[src/rtl/alu_pkg.sv]
// Shared types and defaults for the ALU execution unit.
package alu_pkg;

    localparam int unsigned AluWidth = 32;

    typedef enum logic [2:0] {
        OpAdd = 3'b000,
        OpSub = 3'b001,
        OpAnd = 3'b010,
        OpOr  = 3'b011,
        OpXor = 3'b100,
        OpSll = 3'b101,
        OpSrl = 3'b110,
        OpMul = 3'b111
    } alu_op_e;

    typedef enum logic [1:0] {
        StIdle,
        StMulBusy,
        StResp
    } alu_state_e;

endpackage

[src/rtl/alu_seq_mul.sv]
// Iterative shift-add multiplier: one multiplier bit per cycle, WIDTH cycles per product.
// product_o is valid while done_o is high (the final bit is folded in combinationally).
module alu_seq_mul #(
    parameter int unsigned WIDTH = 32
) (
    input  logic             clk,
    input  logic             rst,
    input  logic             start_i,
    input  logic [WIDTH-1:0] a_i,
    input  logic [WIDTH-1:0] b_i,
    output logic             done_o,
    output logic [WIDTH-1:0] product_o
);

    localparam int unsigned CntW = $clog2(WIDTH);
    localparam logic [CntW-1:0] CntLast = CntW'(WIDTH - 1);

    logic             busy_q, busy_d;
    logic [CntW-1:0]  cnt_q, cnt_d;
    logic [WIDTH-1:0] mcand_q, mcand_d;
    logic [WIDTH-1:0] mplier_q, mplier_d;
    logic [WIDTH-1:0] acc_q, acc_d;
    logic [WIDTH-1:0] partial;

    assign partial   = mplier_q[0] ? (acc_q + mcand_q) : acc_q;
    assign done_o    = busy_q && (cnt_q == CntLast);
    assign product_o = partial;

    always_comb begin
        busy_d   = busy_q;
        cnt_d    = cnt_q;
        mcand_d  = mcand_q;
        mplier_d = mplier_q;
        acc_d    = acc_q;
        if (start_i) begin
            busy_d   = 1'b1;
            cnt_d    = '0;
            mcand_d  = a_i;
            mplier_d = b_i;
            acc_d    = '0;
        end else if (busy_q) begin
            acc_d    = partial;
            mcand_d  = mcand_q << 1;
            mplier_d = mplier_q >> 1;
            cnt_d    = cnt_q + 1'b1;
            if (done_o) begin
                busy_d = 1'b0;
            end
        end
    end

    always_ff @(posedge clk or posedge rst) begin
        if (rst) begin
            busy_q   <= 1'b0;
            cnt_q    <= '0;
            mcand_q  <= '0;
            mplier_q <= '0;
            acc_q    <= '0;
        end else begin
            busy_q   <= busy_d;
            cnt_q    <= cnt_d;
            mcand_q  <= mcand_d;
            mplier_q <= mplier_d;
            acc_q    <= acc_d;
        end
    end

endmodule

[src/rtl/alu_exec_unit.sv]
// ALU responder: valid/ready op in, registered result and flags out.
// Single-cycle ops register on the accept edge; MUL runs through alu_seq_mul.
module alu_exec_unit
    import alu_pkg::*;
#(
    parameter int unsigned WIDTH  = AluWidth,
    parameter bit          MUL_EN = 1'b1
) (
    input  logic             clk,
    input  logic             rst,
    input  logic             req_valid,
    output logic             req_ready,
    input  logic [2:0]       alu_op_code,
    input  logic [WIDTH-1:0] data_a,
    input  logic [WIDTH-1:0] data_b,
    output logic             resp_valid,
    input  logic             resp_ready,
    output logic [WIDTH-1:0] y,
    output logic             Z,
    output logic             N,
    output logic             C,
    output logic             err
);

    localparam int unsigned ShW = $clog2(WIDTH);

    alu_state_e       state_q, state_d;
    logic [WIDTH-1:0] y_q, y_d;
    logic             c_q, c_d;
    logic             err_q, err_d;

    alu_op_e          op;
    logic [WIDTH:0]   sum;
    logic [WIDTH:0]   diff;
    logic [ShW-1:0]   shamt;
    logic [WIDTH-1:0] alu_y;
    logic             alu_c;
    logic             mul_start;
    logic             mul_done;
    logic [WIDTH-1:0] mul_product;

    assign op    = alu_op_e'(alu_op_code);
    assign sum   = {1'b0, data_a} + {1'b0, data_b};
    // Top bit of the widened difference is the unsigned borrow.
    assign diff  = {1'b0, data_a} - {1'b0, data_b};
    assign shamt = data_b[ShW-1:0];

    always_comb begin
        alu_y = '0;
        alu_c = 1'b0;
        unique case (op)
            OpAdd: {alu_c, alu_y} = sum;
            OpSub: {alu_c, alu_y} = diff;
            OpAnd: alu_y = data_a & data_b;
            OpOr:  alu_y = data_a | data_b;
            OpXor: alu_y = data_a ^ data_b;
            OpSll: alu_y = data_a << shamt;
            OpSrl: alu_y = data_a >> shamt;
            OpMul: alu_y = '0;
        endcase
    end

    alu_seq_mul #(
        .WIDTH(WIDTH)
    ) u_mul (
        .clk      (clk),
        .rst      (rst),
        .start_i  (mul_start),
        .a_i      (data_a),
        .b_i      (data_b),
        .done_o   (mul_done),
        .product_o(mul_product)
    );

    always_comb begin
        state_d    = state_q;
        y_d        = y_q;
        c_d        = c_q;
        err_d      = err_q;
        mul_start  = 1'b0;
        req_ready  = (state_q == StIdle);
        resp_valid = (state_q == StResp);
        unique case (state_q)
            StIdle: begin
                if (req_valid) begin
                    if (op == OpMul) begin
                        if (MUL_EN) begin
                            mul_start = 1'b1;
                            state_d   = StMulBusy;
                        end else begin
                            y_d     = '0;
                            c_d     = 1'b0;
                            err_d   = 1'b1;
                            state_d = StResp;
                        end
                    end else begin
                        y_d     = alu_y;
                        c_d     = alu_c;
                        err_d   = 1'b0;
                        state_d = StResp;
                    end
                end
            end
            StMulBusy: begin
                if (mul_done) begin
                    y_d     = mul_product;
                    c_d     = 1'b0;
                    err_d   = 1'b0;
                    state_d = StResp;
                end
            end
            StResp: begin
                if (resp_ready) begin
                    state_d = StIdle;
                end
            end
            default: state_d = StIdle;
        endcase
    end

    always_ff @(posedge clk or posedge rst) begin
        if (rst) begin
            state_q <= StIdle;
            y_q     <= '0;
            c_q     <= 1'b0;
            err_q   <= 1'b0;
        end else begin
            state_q <= state_d;
            y_q     <= y_d;
            c_q     <= c_d;
            err_q   <= err_d;
        end
    end

    assign y   = y_q;
    assign Z   = (y_q == '0);
    assign N   = y_q[WIDTH-1];
    assign C   = c_q;
    assign err = err_q;

endmodule

[config.mk]
export PLATFORM = sky130hd
export DESIGN_NAME = alu_exec_unit
export DESIGN_NICKNAME = d
export VERILOG_FILES = /design/src/rtl/alu_pkg.sv /design/src/rtl/alu_seq_mul.sv /design/src/rtl/alu_exec_unit.sv
export SDC_FILE = /design/constraint.sdc
export NUM_CORES = 1
export LEC_CHECK = 0
export ABC_CLOCK_PERIOD_IN_PS = 3800
export CAP_MARGIN = 10
export CORE_ASPECT_RATIO = 1.5
export CORE_UTILIZATION = 55
export CTS_CLUSTER_SIZE = 12
export DETAILED_ROUTE_END_ITERATION = 6
export PLACE_DENSITY = 0.72
export REMOVE_ABC_BUFFERS = 1
export SETUP_SLACK_MARGIN = 0.2
export SLEW_MARGIN = 25
export SYNTH_ARGS = -nofsm -noshare
export SYNTH_HDL_FRONTEND = slang
export SYNTH_HIERARCHICAL = 1
export SYNTH_SLANG_ARGS = --single-unit
[constraint.sdc]
create_clock -name clk -period 3.8 [get_ports clk]
set_clock_uncertainty 0.1 [all_clocks]
set_input_delay 0.76 -clock clk [delete_from_list [all_inputs] [get_ports clk]]
set_output_delay 0.76 -clock clk [all_outputs]
set_load 0.05 [all_outputs]
==> results.md <==
- WS Path Type: reg2reg
- Routed len/inst: approximately 27 um
- Initial Utilization: 56.2%
- Commonest cells in the netlist: 261 x nand2_1, 218 x o21ai_0, 184 x a21oi_1, 184 x nor2_1, 137 x dfrtp_1
- Crit path arrival time: 4.12 ns
- Synth Register Bits: between 100 and 150
- Pin count of the biggest net entering global routing: between 150 and 200
- Violated checks: DRC, setup timing
- Share of post-route cells with drive strength above 1: 25.3%
- Fraction of registers with async set/reset: 100%
- Worst reg2reg endpoint: y[15]$_DFFE_PP0P_
- Worst setup SP type: register
- Worst Hold Class: reg2reg
- Drt pass-1 iters: 7
- Post-synth EDFFs: 0
- Final Hold Vio Count: 0
- Worst-path maximum fanout: 6
- Power Dens Cells: 629 mW/mm^2
- Die height: 218 um
- Clk sink count: 137
- Cell accounting for the most synthesized area: dfrtp_1
- Initial DRC count: 2590
- CP Cell Sequence: ha_4 -> a21oi_2 -> o211ai_2 -> buf_4 -> a21oi_1 -> buf_4 -> nand2b_1 -> a21o_1 -> a21oi_1 -> xnor2_1 -> mux2_2 -> or3_1 -> o21ai_0 -> a21oi_1
- Setup TNS: -0.107 ns
- Top cell by count, worst path: a21oi_1
- Max_cap viols: 0
- Vias: 21000
- Worst EP required: 4.02 ns
- Port Buf Inserts: 107
- Vias in the first global route: 20200
- Register area share after synthesis: 20.0%
- Hpwl dp: 59.9 mm
- Cell Area, Synth: between 0.015 and 0.02 mm^2
- Status: finished, violations left
- Worst VDD drop: 0.000387 V
- Ys Warns: 6
- Most common cell in the netlist: nand2_1
- Nets@finish: 2807
- Final period util: 103%
- Buf/Inv on CP: 2
- Slew Limit Fails: 0
- Max_slew headroom: 38.6%
- Tightest Pin Transition: 0.913 ns
- DRC errors left: 31
- CTS tree: yes
- Mapped Cells: between 2000 and 2500
- Hold path startpoint: C$_DFFE_PP0P_
- Final worst slack: -0.0969 ns
- Worst-path clk slew: roughly 0.080 ns
- Top cells by area, synth: dfrtp_1 20%, ha_1 9.5%, mux2i_1 7.7%
- Final ANT Viol Nets: 0
- FF-to-FF Start: u_mul/mcand_q[4]$_DFFE_PP0P_
- Minimum clock period: 3.90 ns
- Die span in x: 146 um
- Initial antenna violation count: 4
- Final global-route overflow total: 0
- Hold Crit Endpoint: C$_DFFE_PP0P_
- Setup Viol. Count Final: 2
- CP delay by family, top: compound AO/OA/AOI/OAI gates
- Site Rows: 78
- Clock root buffer: clkbuf_16
- Die area: 0.0318 mm^2
- Total track usage: 49.1%
- Reg-to-reg setup timing slack: -0.1 ns
- Antenna diode count: 0
- GP Congestion: around 1.1
- Hold path depth: 2
- RSZ-0062 raised after global routing: true
- Element type at the critical path end: register
- Hold WS: 0.433 ns
- Core area: 0.0304 mm^2
- P_leak: 10.3 nW
- Global-route wire length before repair: 118 mm
- Skew-Pair Late Insertion Delay: about 0.46 ns
- WL final: just over 80 mm
- H-tree depth: 4
- Slowest stage delay, CP: 0.54 ns
- Worst Reg-to-Reg Cells: 14
- Post-DR vias/cell: 6.95
- IO Pins: 109
- Area delta synth->final: 30.1%
- Critical path startpoint: u_mul/mcand_q[4]$_DFFE_PP0P_
- Synth Flop Type: dfrtp_1
- Mean Syn Cell Area: 7.69 um^2
- CTS max path bufs: 2
- Slowest CP cell: a21oi_1
- Distinct cells, synth: 99
- CTS buffer count: 17
- Yosys top cell area share: between 20% and 30%
- Upper clock frequency limit: approximately 0.26 GHz
- CTS hold repair buffers: 0
-- layer usage --
layer / part of all wire, % / vias to the layer above / global-route usage [%] / routed length [um]
met5: 0.039 / - / 0 / 32
met4: 9.6 / 4 / 40.3 / 7880
met3: 11 / 555 / 11.3 / 9010
met2: 45 / 1655 / 80.6 / 37300
met1: 34 / 9795 / 54.2 / 28100
li1: - / 8950 / - / -
-- kinds of logic (layout without fill, tap and decap cells) --
logic type / after synthesis / after routing / share of synthesized area [%]
AO/OA/AOI/OAI: 761 / 761 / 28.9
XOR/XNOR: 41 / 41 / 2.10
adder cells (fa/ha/maj): 133 / 133 / 9.86
buffers and inverters: 289 / 682 / 7.90
flip-flops: 137 / 137 / 20.0
multiplexers: 197 / 197 / 13.5
other: 1 / 1 / 0.0219
AND/OR/NAND/NOR: 664 / 664 / 17.6
-- tightest hold or removal path, delay by kind of cell (launching register included) --
kind | cells | cell delay (ns)
compound gates | 1 | 0.08
flops | 1 | 0.36
simple gates | 1 | 0.06
-- cells in the final DEF, fill, tap and decap left out, types with 36 or more instances in the layout --
cell | synthesis | layout
a21o_1 | 37 | 36
a21oi_1 | 184 | 168
buf_4 | 7 | 409
clkdlybuf4s50_1 | 0 | 98
dfrtp_1 | 137 | 132
ha_1 | 130 | 107
inv_1 | 118 | 114
mux2_2 | 42 | 41
mux2i_1 | 132 | 132
nand2_1 | 261 | 259
nand3_1 | 44 | 42
nor2_1 | 184 | 182
o21ai_0 | 218 | 207
-- flip-flops by register name, summed over array words and instances, names as in the netlist --
signal,flops
u_mul/acc_q,32
state_q,2
y,32
u_mul/mplier_q,32
u_mul/cnt_q,5
u_mul/busy_q,1
C,1
u_mul/mcand_q,32
-- stage by stage --
step / instance area [um^2] / setup slack, ns / total power [mW] / util (%) / instances
6_report: 22200 / -0.0969 / 14.0 / 73.1 / 3016
5_1_grt: 22200 / -0.118 / 14.5 / 73.1 / 3016
4_1_cts: 21700 / 0.184 / 12.8 / 71.1 / 2999
3_5_place_dp: 20800 / -0.665 / 10.9 / 68.4 / 2954
3_3_place_gp: 20800 / -0.678 / 10.6 / 68.4 / 2954
2_1_floorplan: 16200 / -4.77 / 7.79 / - / 2057
-- power breakdown --
part / internal (mW) / leakage, nW / switching (mW)
sequential: 2.13 / 1.70 / 0.830
clock: 0.857 / 0.267 / 0.805
combinational: 3.84 / 8.33 / 5.54
total: 6.82 / 10.3 / 7.18
-- how the worst max path moves through the flow --
stage                                  end  slack, ns  cells after the start
2_1_floorplan  u_mul/acc_q[15]$_DFFE_PP0P_      -4.77                      6
5_1_grt                  y[15]$_DFFE_PP0P_      -0.12                     14
6_report                 y[15]$_DFFE_PP0P_       -0.1                     14
4_1_cts                  y[16]$_DFFE_PP0P_       0.18                     13
3_3_place_gp                 C$_DFFE_PP0P_      -0.68                     15
3_5_place_dp             y[16]$_DFFE_PP0P_      -0.66                     14
-- repair_timing --
action,in CTS,in global routing
pin swaps,16,36
endpoints found under the setup margin,14,25
resized for setup,42,88
buffers inserted,13,17
-- final cells by class --
type,instances,area [um^2]
timing repair buffer,527,4340
clock buffer,17,425
fill,2308,8210
clock inverter,15,131
inverter,123,464
multi-input combinational,1797,12900
sequential,137,3440
tap,400,500
Note: power is estimated with default switching activity, not from simulation.
